File: src/rtl/btn_repeat_encoder_pkg.sv
// Shared game types: button indices, CLK_PLL-derived repeat timing and the
// repeat FSM state type.
package btn_repeat_encoder_pkg;

  localparam int N_BTN         = 5;
  localparam int BTN_IDX_LEFT  = 0;
  localparam int BTN_IDX_DOWN  = 1;
  localparam int BTN_IDX_RIGHT = 2;
  localparam int BTN_IDX_UP    = 3;
  localparam int BTN_IDX_ENTER = 4;

  localparam int unsigned CLK_PLL_HZ           = 500_000;
  localparam int unsigned DEFAULT_DELAY_CYCLES = CLK_PLL_HZ / 2;
  localparam int unsigned DEFAULT_RATE_CYCLES  = CLK_PLL_HZ / 10;

  localparam logic [N_BTN-1:0] DEFAULT_REPEAT_MASK =
    (N_BTN'(1) << BTN_IDX_LEFT) | (N_BTN'(1) << BTN_IDX_DOWN) |
    (N_BTN'(1) << BTN_IDX_RIGHT) | (N_BTN'(1) << BTN_IDX_UP);

  typedef enum logic [1:0] {
    IDLE   = 2'd0,
    DELAY  = 2'd1,
    REPEAT = 2'd2
  } st_BTN_REP_STATE;

  // Lowest set bit wins when several buttons go down in the same cycle.
  function automatic logic [2:0] lowest_idx(input logic [N_BTN-1:0] v);
    lowest_idx = 3'd0;
    for (int i = N_BTN - 1; i >= 0; i--) begin
      if (v[i]) lowest_idx = 3'(i);
    end
  endfunction

endpackage

File: src/rtl/btn_repeat_encoder_timer.sv
// Loadable down-counter for the repeat schedule; load beats decrement and the
// count parks at zero.
module btn_repeat_timer
  import btn_repeat_encoder_pkg::*;
#(
  parameter int CNT_W = 20
) (
  input  logic             i_clk,
  input  logic             i_reset,
  input  logic             i_load,
  input  logic [CNT_W-1:0] i_load_val,
  input  logic             i_dec,
  output logic             o_zero
);

  logic [CNT_W-1:0] r_cnt;

  always_ff @(posedge i_clk) begin
    if (i_reset) begin
      r_cnt <= '0;
    end else if (i_load) begin
      r_cnt <= i_load_val;
    end else if (i_dec && (r_cnt != '0)) begin
      r_cnt <= r_cnt - 1'b1;
    end
  end

  assign o_zero = (r_cnt == '0);

endmodule

File: src/rtl/btn_repeat_encoder.sv
// Debounced active-low buttons to one-cycle press pulses with typematic
// auto-repeat on the most recently pressed repeatable button.
//
//   state  | meaning
//   IDLE   | nothing tracked; only fresh press pulses
//   DELAY  | tracked button held, waiting for the first repeat
//   REPEAT | tracked button held, repeating at the rate interval
module btn_repeat_encoder
  import btn_repeat_encoder_pkg::*;
#(
  parameter int unsigned      DELAY_CYCLES = DEFAULT_DELAY_CYCLES,
  parameter int unsigned      RATE_CYCLES  = DEFAULT_RATE_CYCLES,
  parameter int               CNT_W        = 20,
  parameter logic [N_BTN-1:0] REPEAT_MASK  = DEFAULT_REPEAT_MASK
) (
  input  logic             i_clk,
  input  logic             i_reset,
  input  logic             i_en,
  input  logic [N_BTN-1:0] i_btn_deb,
  output logic [N_BTN-1:0] o_btn_edge,
  output logic             o_btn_repeat,
  output logic [2:0]       o_held_idx,
  output logic             o_held_valid
);

  localparam logic [CNT_W-1:0] DELAY_LOAD = CNT_W'(DELAY_CYCLES - 1);
  localparam logic [CNT_W-1:0] RATE_LOAD  = CNT_W'(RATE_CYCLES - 1);

  st_BTN_REP_STATE  r_state;
  st_BTN_REP_STATE  w_state_nxt;
  logic [N_BTN-1:0] r_prev_lvl;
  logic [N_BTN-1:0] r_btn_edge;
  logic             r_btn_repeat;
  logic [2:0]       r_held_idx;
  logic             r_held_valid;

  logic [N_BTN-1:0] w_press;
  logic [N_BTN-1:0] w_press_m;
  logic [N_BTN-1:0] w_edge;
  logic             w_rep;
  logic [2:0]       w_idx_nxt;
  logic             w_load;
  logic [CNT_W-1:0] w_load_val;
  logic             w_tmr_zero;
  logic             w_tracking;
  logic             w_held_rel;

  assign w_press    = r_prev_lvl & ~i_btn_deb;
  assign w_press_m  = w_press & REPEAT_MASK;
  assign w_tracking = (r_state != IDLE);
  assign w_held_rel = i_btn_deb[r_held_idx];

  btn_repeat_timer #(.CNT_W(CNT_W)) u_timer (
    .i_clk      (i_clk),
    .i_reset    (i_reset),
    .i_load     (w_load),
    .i_load_val (w_load_val),
    .i_dec      (w_tracking),
    .o_zero     (w_tmr_zero)
  );

  always_comb begin
    w_state_nxt = r_state;
    w_idx_nxt   = r_held_idx;
    w_load      = 1'b0;
    w_load_val  = '0;
    w_edge      = w_press;
    w_rep       = 1'b0;
    if (w_press_m != '0) begin
      w_state_nxt = DELAY;
      w_idx_nxt   = lowest_idx(w_press_m);
      w_load      = 1'b1;
      w_load_val  = DELAY_LOAD;
    end else if (w_tracking) begin
      if (w_held_rel) begin
        w_state_nxt = IDLE;
      end else if (w_tmr_zero) begin
        // Schedule keeps running even when a fresh ENTER press steals the slot.
        w_state_nxt = REPEAT;
        w_load      = 1'b1;
        w_load_val  = RATE_LOAD;
        if (w_press == '0) begin
          w_edge[r_held_idx] = 1'b1;
          w_rep              = 1'b1;
        end
      end
    end
  end

  always_ff @(posedge i_clk) begin
    r_prev_lvl <= i_btn_deb;
    if (i_reset) begin
      r_state      <= IDLE;
      r_btn_edge   <= '0;
      r_btn_repeat <= 1'b0;
      r_held_idx   <= 3'd0;
      r_held_valid <= 1'b0;
    end else begin
      r_state      <= w_state_nxt;
      r_btn_edge   <= i_en ? w_edge : '0;
      r_btn_repeat <= i_en & w_rep;
      r_held_idx   <= w_idx_nxt;
      r_held_valid <= (w_state_nxt != IDLE);
    end
  end

  assign o_btn_edge   = r_btn_edge;
  assign o_btn_repeat = r_btn_repeat;
  assign o_held_idx   = r_held_idx;
  assign o_held_valid = r_held_valid;

endmodule

File: config.mk
export PLATFORM = sky130hd
export DESIGN_NAME = btn_repeat_encoder
export DESIGN_NICKNAME = d
export VERILOG_FILES = /design/src/rtl/btn_repeat_encoder_pkg.sv /design/src/rtl/btn_repeat_encoder_timer.sv /design/src/rtl/btn_repeat_encoder.sv
export SDC_FILE = /design/constraint.sdc
export NUM_CORES = 1
export LEC_CHECK = 0
export CORE_ASPECT_RATIO = 1.25
export CORE_UTILIZATION = 40
export CTS_CLUSTER_SIZE = 12
export DETAILED_ROUTE_END_ITERATION = 6
export GPL_ROUTABILITY_DRIVEN = 0
export MAX_ROUTING_LAYER = met4
export PLACE_DENSITY_LB_ADDON = 0.1
export SETUP_SLACK_MARGIN = 0.15
export SYNTH_ARGS = -nofsm -noshare
export SYNTH_HDL_FRONTEND = slang
export SYNTH_SLANG_ARGS = --single-unit
File: constraint.sdc
create_clock -name i_clk -period 2.04 [get_ports i_clk]
set_input_delay 0.204 -clock i_clk [delete_from_list [all_inputs] [get_ports i_clk]]
set_output_delay 0.204 -clock i_clk [all_outputs]
set_load 0.1 [all_outputs]
After elaboration in Yosys (flattened, before gate mapping)
Index checks and enable logic that the tools add are counted.
- register bits after elaboration: 37
- bits of input ports: 8
- output and inout bits: 10
- logic and storage cells: 57
- $add $sub $neg: 1
- magnitude comparators: 2
- multiplexer cells: 32
- bitwise gates (word level): 5
- reduce and logical (&&, ||, !) cells: 10
- operators by type and width (cell ; number):
    two-way mux 16 bit ; 3
    two-way mux 20 bit ; 2
    two-way mux 5 bit ; 5
    logical NOT 20 bit ; 1
    nonzero test 20 bit ; 1
    subtractor 20 x 1 -> 20 bit, second input constant ; 1
    two-way mux 18 bit ; 1
    two-way mux 1 bit ; 11
    two-way mux 2 bit ; 5
    two-way mux 3 bit ; 3
    nonzero test 2 bit ; 3
    AND 5 bit ; 1
    logical NOT 5 bit ; 1
    inverter 5 bit ; 1
    bitwise OR 5 bit ; 1
    nonzero test 5 bit ; 1
    less-than comparator 3 x 4 -> 1 bit, second input constant ; 1
    binary-select mux 1 bit (select 3 bit) ; 1
    demux 1 bit (select 3 bit) ; 1
    >= comparator 3 x 1 -> 1 bit, second input constant ; 1
    logical AND 1 bit ; 2
    OR reduction 2 bit ; 1
    AND 1 bit ; 1
    inverter 1 bit ; 1

Depth between registers and ports, before layout
- depth in word-level cells: 10
- mapped depth: 8
- mapped depth without buffers: 6

Modules after synthesis
A second synthesis with hierarchy kept.
- cells, all modules: 200
- area, all modules: 1810.5 um2
- by module, submodules not included (module ; instances ; cells an instance ; area each (um2) ; sequential area each (um2)):
    btn_repeat_timer ; 1 ; 143 ; 1213.7 ; 400.4
    btn_repeat_encoder ; 1 ; 57 ; 596.8 ; 320.3

Worst setup path after synthesis
OpenSTA, ideal clock, no wires.
- kind: flip-flop to flip-flop
- start: register r_held_idx[0], in the netlist o_held_idx[0]
- end: register u_timer.r_cnt[10]
- library setup time: 0.120 ns
- data arrival time: 2.341 ns
- data required time: 1.920 ns
- path slack: -0.421 ns
- cell stages (with the launch flop): 6
- path buffers: 0
- clock period less this slack: 2.461 ns
- path through: dfxtp_1 mux4_2 nor2_1 nand3_1 nand2_1 nor2_1
- cells in the longest elaborated chain, start to end: 6
- elaborated cells on any way between the ends: 10
- those cells by class: mux: 9; reduce/logical: 1
- ends and longest elaborated chain (item ; RTL line ; RTL):
    start, declared ; btn_repeat_encoder.sv:34 ; logic [2:0] r_held_idx;
    start signal, assigned ; btn_repeat_encoder.sv:102 ; r_held_idx <= w_idx_nxt;
    binary-select mux 1 bit (select 3 bit) * ; btn_repeat_encoder.sv:51 ; assign w_held_rel = i_btn_deb[r_held_idx];
    two-way mux 1 bit (implied by the code) * ; btn_repeat_encoder.sv:51 ;
    two-way mux 16 bit or two-way mux 1 bit (tied branches) ; btn_repeat_encoder.sv:75 ; if (w_held_rel) begin
    two-way mux 16 bit or two-way mux 1 bit (tied branches) ; btn_repeat_encoder.sv:74 ; end else if (w_tracking) begin
    two-way mux 18 bit or two-way mux 1 bit (tied branches) ; btn_repeat_encoder.sv:69 ; if (w_press_m != '0) begin
    two-way mux 20 bit or nonzero test 2 bit (tied branches) ; - ;
    end signal, assigned ; btn_repeat_encoder_timer.sv:22 ; r_cnt <= i_load_val;
    end signal, assigned ; btn_repeat_encoder_timer.sv:24 ; r_cnt <= r_cnt - 1'b1;
    end, declared ; btn_repeat_encoder_timer.sv:16 ; logic [CNT_W-1:0] r_cnt;
Every way passes the cells marked *; elsewhere a longest branch is shown, timed or not. The select of a mux whose other input is x is not followed.
A chain may end at the register's enable or synchronous reset.

Final worst setup path
- start: register u_timer.r_cnt[12]
- end: register u_timer.r_cnt[16]
- cells in the longest elaborated chain, start to end: 6
- elaborated cells on any way between the ends: 11
- those cells by class: add/sub: 1; mux: 6; reduce/logical: 4
- ends and longest elaborated chain (item):
    branches (longest 6 deep; another with subtractor 20 x 1 -> 20 bit)
Parallel ways; which one is timed is not known. The select of a mux whose other input is x is not followed.

==> flow_metrics.py <==
metrics = {
    "floorplanning": {
        "row_count": 26,
        "fp.dieArea_um2": 4700,
        "floorplan.initialDensity_pct": 42.6,
        "floorplan.core_area_um2": 4160,
        "die_x_um": 61.5,
        "fp.dieH_um": 76.4,
        "num_io_pins": 18,
    },
    "final_layout": {
        "design.final.nets": 228,
        "share_of_layout_cells_above_drive_strength_1_pct": 39.3,
        "flow.area_growth_from_synthesis_pct": 29.3,
        "insertedDiodeCount": 0,
    },
    "routing": {
        "dr.pass1.iters": 4,
        "drc_errors": 0,
        "vias": 1505,
        "drt_iter0_markers": 69,
        "wl_per_cell_um": 15.6,
        "route.final.wire_length_um": 4290,
        "vias_per_cell": 5.47,
        "detail-route-antenna-nets": 0,
    },
    "critical_path": {
        "criticalPathCategory": "reg -> reg",
        "timing.critical_path.mode_cell": "or4_4",
        "crit_buf_inv": 0,
        "critical_path.slowest_cell": "or4_4",
        "r2r_cells": 4,
        "reg2reg_slack_ps": 120,
        "required_ps": 2250,
        "slowest_delay_ps": 570,
        "worstPathArrival_ps": 2130,
        "cp_top_family": "simple AND/OR/NAND/NOR gates",
        "crit_path_start_kind": "flip-flop",
        "chain_of_cells_forming_the_critical_path": "or4_4 > or3_4 > or4_4 > a31oi_4",
        "worst_r2r_endpoint": "u_timer.r_cnt[16]",
        "rr_startpoint": "u_timer.r_cnt[12]",
        "crit_fanout": 4,
        "critical_path.endpoint_type": "flip-flop",
    },
    "clock_network": {
        "cts.htree.levels": 2,
        "largest_buffer_count_on_any_clock_path": 2,
        "cts.root.buffer_cell": "clkbuf_8",
        "insertion_delay_ps": 280,
        "tritoncts.num_buffers": 5,
        "clk_pin_slew_worst_paths_ps": 70,
        "tritoncts_clock_tree": "yes",
        "cts.sink_count": 36,
        "cts-hold-fix-buffers": 0,
    },
    "sta": {
        "hold_viol_final": 0,
        "layout_worst_path_cycle_share_pct": 93.9,
        "finClkSkew_ps": 3.86,
        "finalMaxSlewViolations": 0,
        "whs_ps": 390,
        "rsz0062_at_grt": "true",
        "period_needed_ps": 1920,
        "finalSetupViolations": 0,
        "postLayoutSetupSlackWorst_ps": 125,
        "maxClockFrequency_ghz": 0.522,
    },
    "synthesis": {
        "seq_total_area_yosys_pct": 40.6,
        "synth-main-ff-cell": "dfxtp_1",
        "synthArstFlopShare_pct": 0,
        "synth.top_cell.area_share_pct": 40.6,
        "synth-edff-count": 0,
        "postSynthAreaPerCell_um2": 9.90,
        "mappedNetlistArea_um2": 1770,
        "synth_seq_cells": 36,
        "synthDominantAreaCellType": "dfxtp_1",
        "netlist-cell-type-count": 47,
        "synthTopCellsByArea": "dfxtp_1 (41%), xnor2_1 (5.4%), nor2_1 (3.4%)",
        "synthCells": 179,
        "synth.net_count": 189,
        "yosysWarnings": 0,
    },
    "place": {
        "place.detailed.hpwl_um": 3000,
        "port-buffer-count": 16,
        "worst_setup_timing_slack_at_the_placement_stage_ps": -4.11,
    },
    "job": {
        "cap_violations": 0,
    },
    "worst_hold_path": {
        "hold_path_startpoint": "i_btn_deb[4]",
        "min_to": "r_prev_lvl[4]",
        "hold-path-cell-count": 1,
        "worst_hold_path_type": "in -> reg",
    },
    "global_routing": {
        "grt_util_met3_pct": 5.09,
        "globalRoute.totalOverflow": 0,
        "grt_start_max_net_pins": 15,
        "globalRouteMet2Util_pct": 33.7,
        "top_usage_layer": "met2",
        "globalRouteMet1Util_pct": 24.0,
        "grt_pass1_wl_um": 7070,
        "number_of_global_route_vias_before_repair": 1517,
        "grt_antenna_before_repair": 0,
        "gr-usage-all-layers_pct": 20.8,
    },
    "pwr": {
        "ir_worst_vdd_mv": 0.374,
        "power.static_leakage_uw": 0.000859,
        "power_per_cell_area_nw_per_um2": 718,
    },
    "run_status": {
        "status": "completed",
    },
}
[layout by cell type, fill, tap and decap left out, types with 6 or more instances in the layout]
master	n
buf_4	33
dfxtp_1	26
nor2_1	15
xnor2_1	11
dfxtp_2	8
nand2b_1	7
nand2_1	7
a21oi_1	7
a31oi_1	7
clkdlybuf4s50_1	7
clkbuf_8	6
[synth_stat cells (2+ instances only)]
| library cell | instances |
|---|---|
| nor2_1 | 16 |
| nor3_1 | 4 |
| a311oi_1 | 3 |
| nand2_1 | 8 |
| a31oi_1 | 8 |
| o32ai_1 | 5 |
| buf_2 | 2 |
| o31ai_1 | 4 |
| and4_1 | 3 |
| xnor2_1 | 11 |
| ha_1 | 2 |
| a211oi_1 | 5 |
| or3_1 | 3 |
| nand2b_1 | 7 |
| nand4_2 | 3 |
| mux2i_1 | 2 |
| o31a_1 | 2 |
| or4_1 | 4 |
| a21oi_1 | 8 |
| nand3_1 | 4 |
| buf_4 | 2 |
| a2111oi_2 | 3 |
| or2_2 | 3 |
| inv_1 | 5 |
| clkbuf_8 | 3 |
| nor2b_1 | 2 |
| buf_6 | 2 |
| dfxtp_1 | 36 |
[worst max path at each step]
stage | from | to | cells past startpoint
2_1_floorplan | u_timer.r_cnt[12] | u_timer.r_cnt[7] | 7
3_3_place_gp | i_btn_deb[1] | u_timer.r_cnt[6] | 5
3_5_place_dp | i_btn_deb[1] | u_timer.r_cnt[6] | 5
4_1_cts | u_timer.r_cnt[12] | u_timer.r_cnt[6] | 6
5_1_grt | u_timer.r_cnt[16] | u_timer.r_cnt[9] | 6
6_report | u_timer.r_cnt[12] | u_timer.r_cnt[16] | 4
[power by group]
part	internal (µW)	switching, µW
Sequential	739	30.0
Combinational	146	216
Clock	269	247
Total	1150	492
[per-layer routing]
metal / wire [µm] / vias to the layer above
met5: 0 / -
met4: 123 / 0
met3: 111 / 11
met2: 2290 / 28
met1: 1760 / 726
li1: - / 740
[what timing repair did]
action | CTS | global route
pin swaps | 2 | 13
buffers inserted | 5 | 5
resized for setup | 2 | 28
cloned | 1 | 0
setup endpoints to repair | 15 | 25
[registers in the layout (all words and copies together), names as in the netlist]
signal         cells
o_held_idx         2
u_timer.r_cnt     20
o_btn_edge         5
o_btn_repeat       1
o_held_valid       1
r_state            2
r_prev_lvl         5
[cells by family after synthesis]
group	after synthesis	synth area share, %
adder cells (fa/ha/maj)	2	1.41
flip-flops	36	40.6
AO/OA/AOI/OAI	43	18.6
buffers and inverters	16	7.55
XOR/XNOR	11	5.43
multiplexers	3	2.40
AND/OR/NAND/NOR	67	23.8
other	1	0.212
[layout make-up]
cell class / count / area, µm²
fillers: 420 / 1870
clock buffers: 6 / 82.6
inverters: 5 / 18.8
flip-flops and latches: 36 / 738
multi-input cells: 128 / 1030
repair buffers: 42 / 340
clock inverters: 2 / 10.0
well taps: 56 / 70.1
[worst register-to-register path, stage by stage, from the launching register on]
cell,delay [ps]
dfxtp_2,320
or4_4,570
or3_4,350
or4_4,440
a31oi_4,160
[through the flow]
step / setup TNS, ps / util, % / instance area [µm²] / power (µW) / cells
2_1_floorplan: 0 / - / 1790 / 1020 / 179
3_3_place_gp: 0 / 48.0 / 2000 / 1100 / 256
3_5_place_dp: -4.11 / 48.0 / 2000 / 1100 / 256
4_1_cts: 0 / 51.4 / 2140 / 1630 / 270
5_1_grt: 0 / 55.0 / 2290 / 1730 / 275
6_report: 0 / 55.0 / 2290 / 1650 / 275
Note: power is estimated with default switching activity, not from simulation.
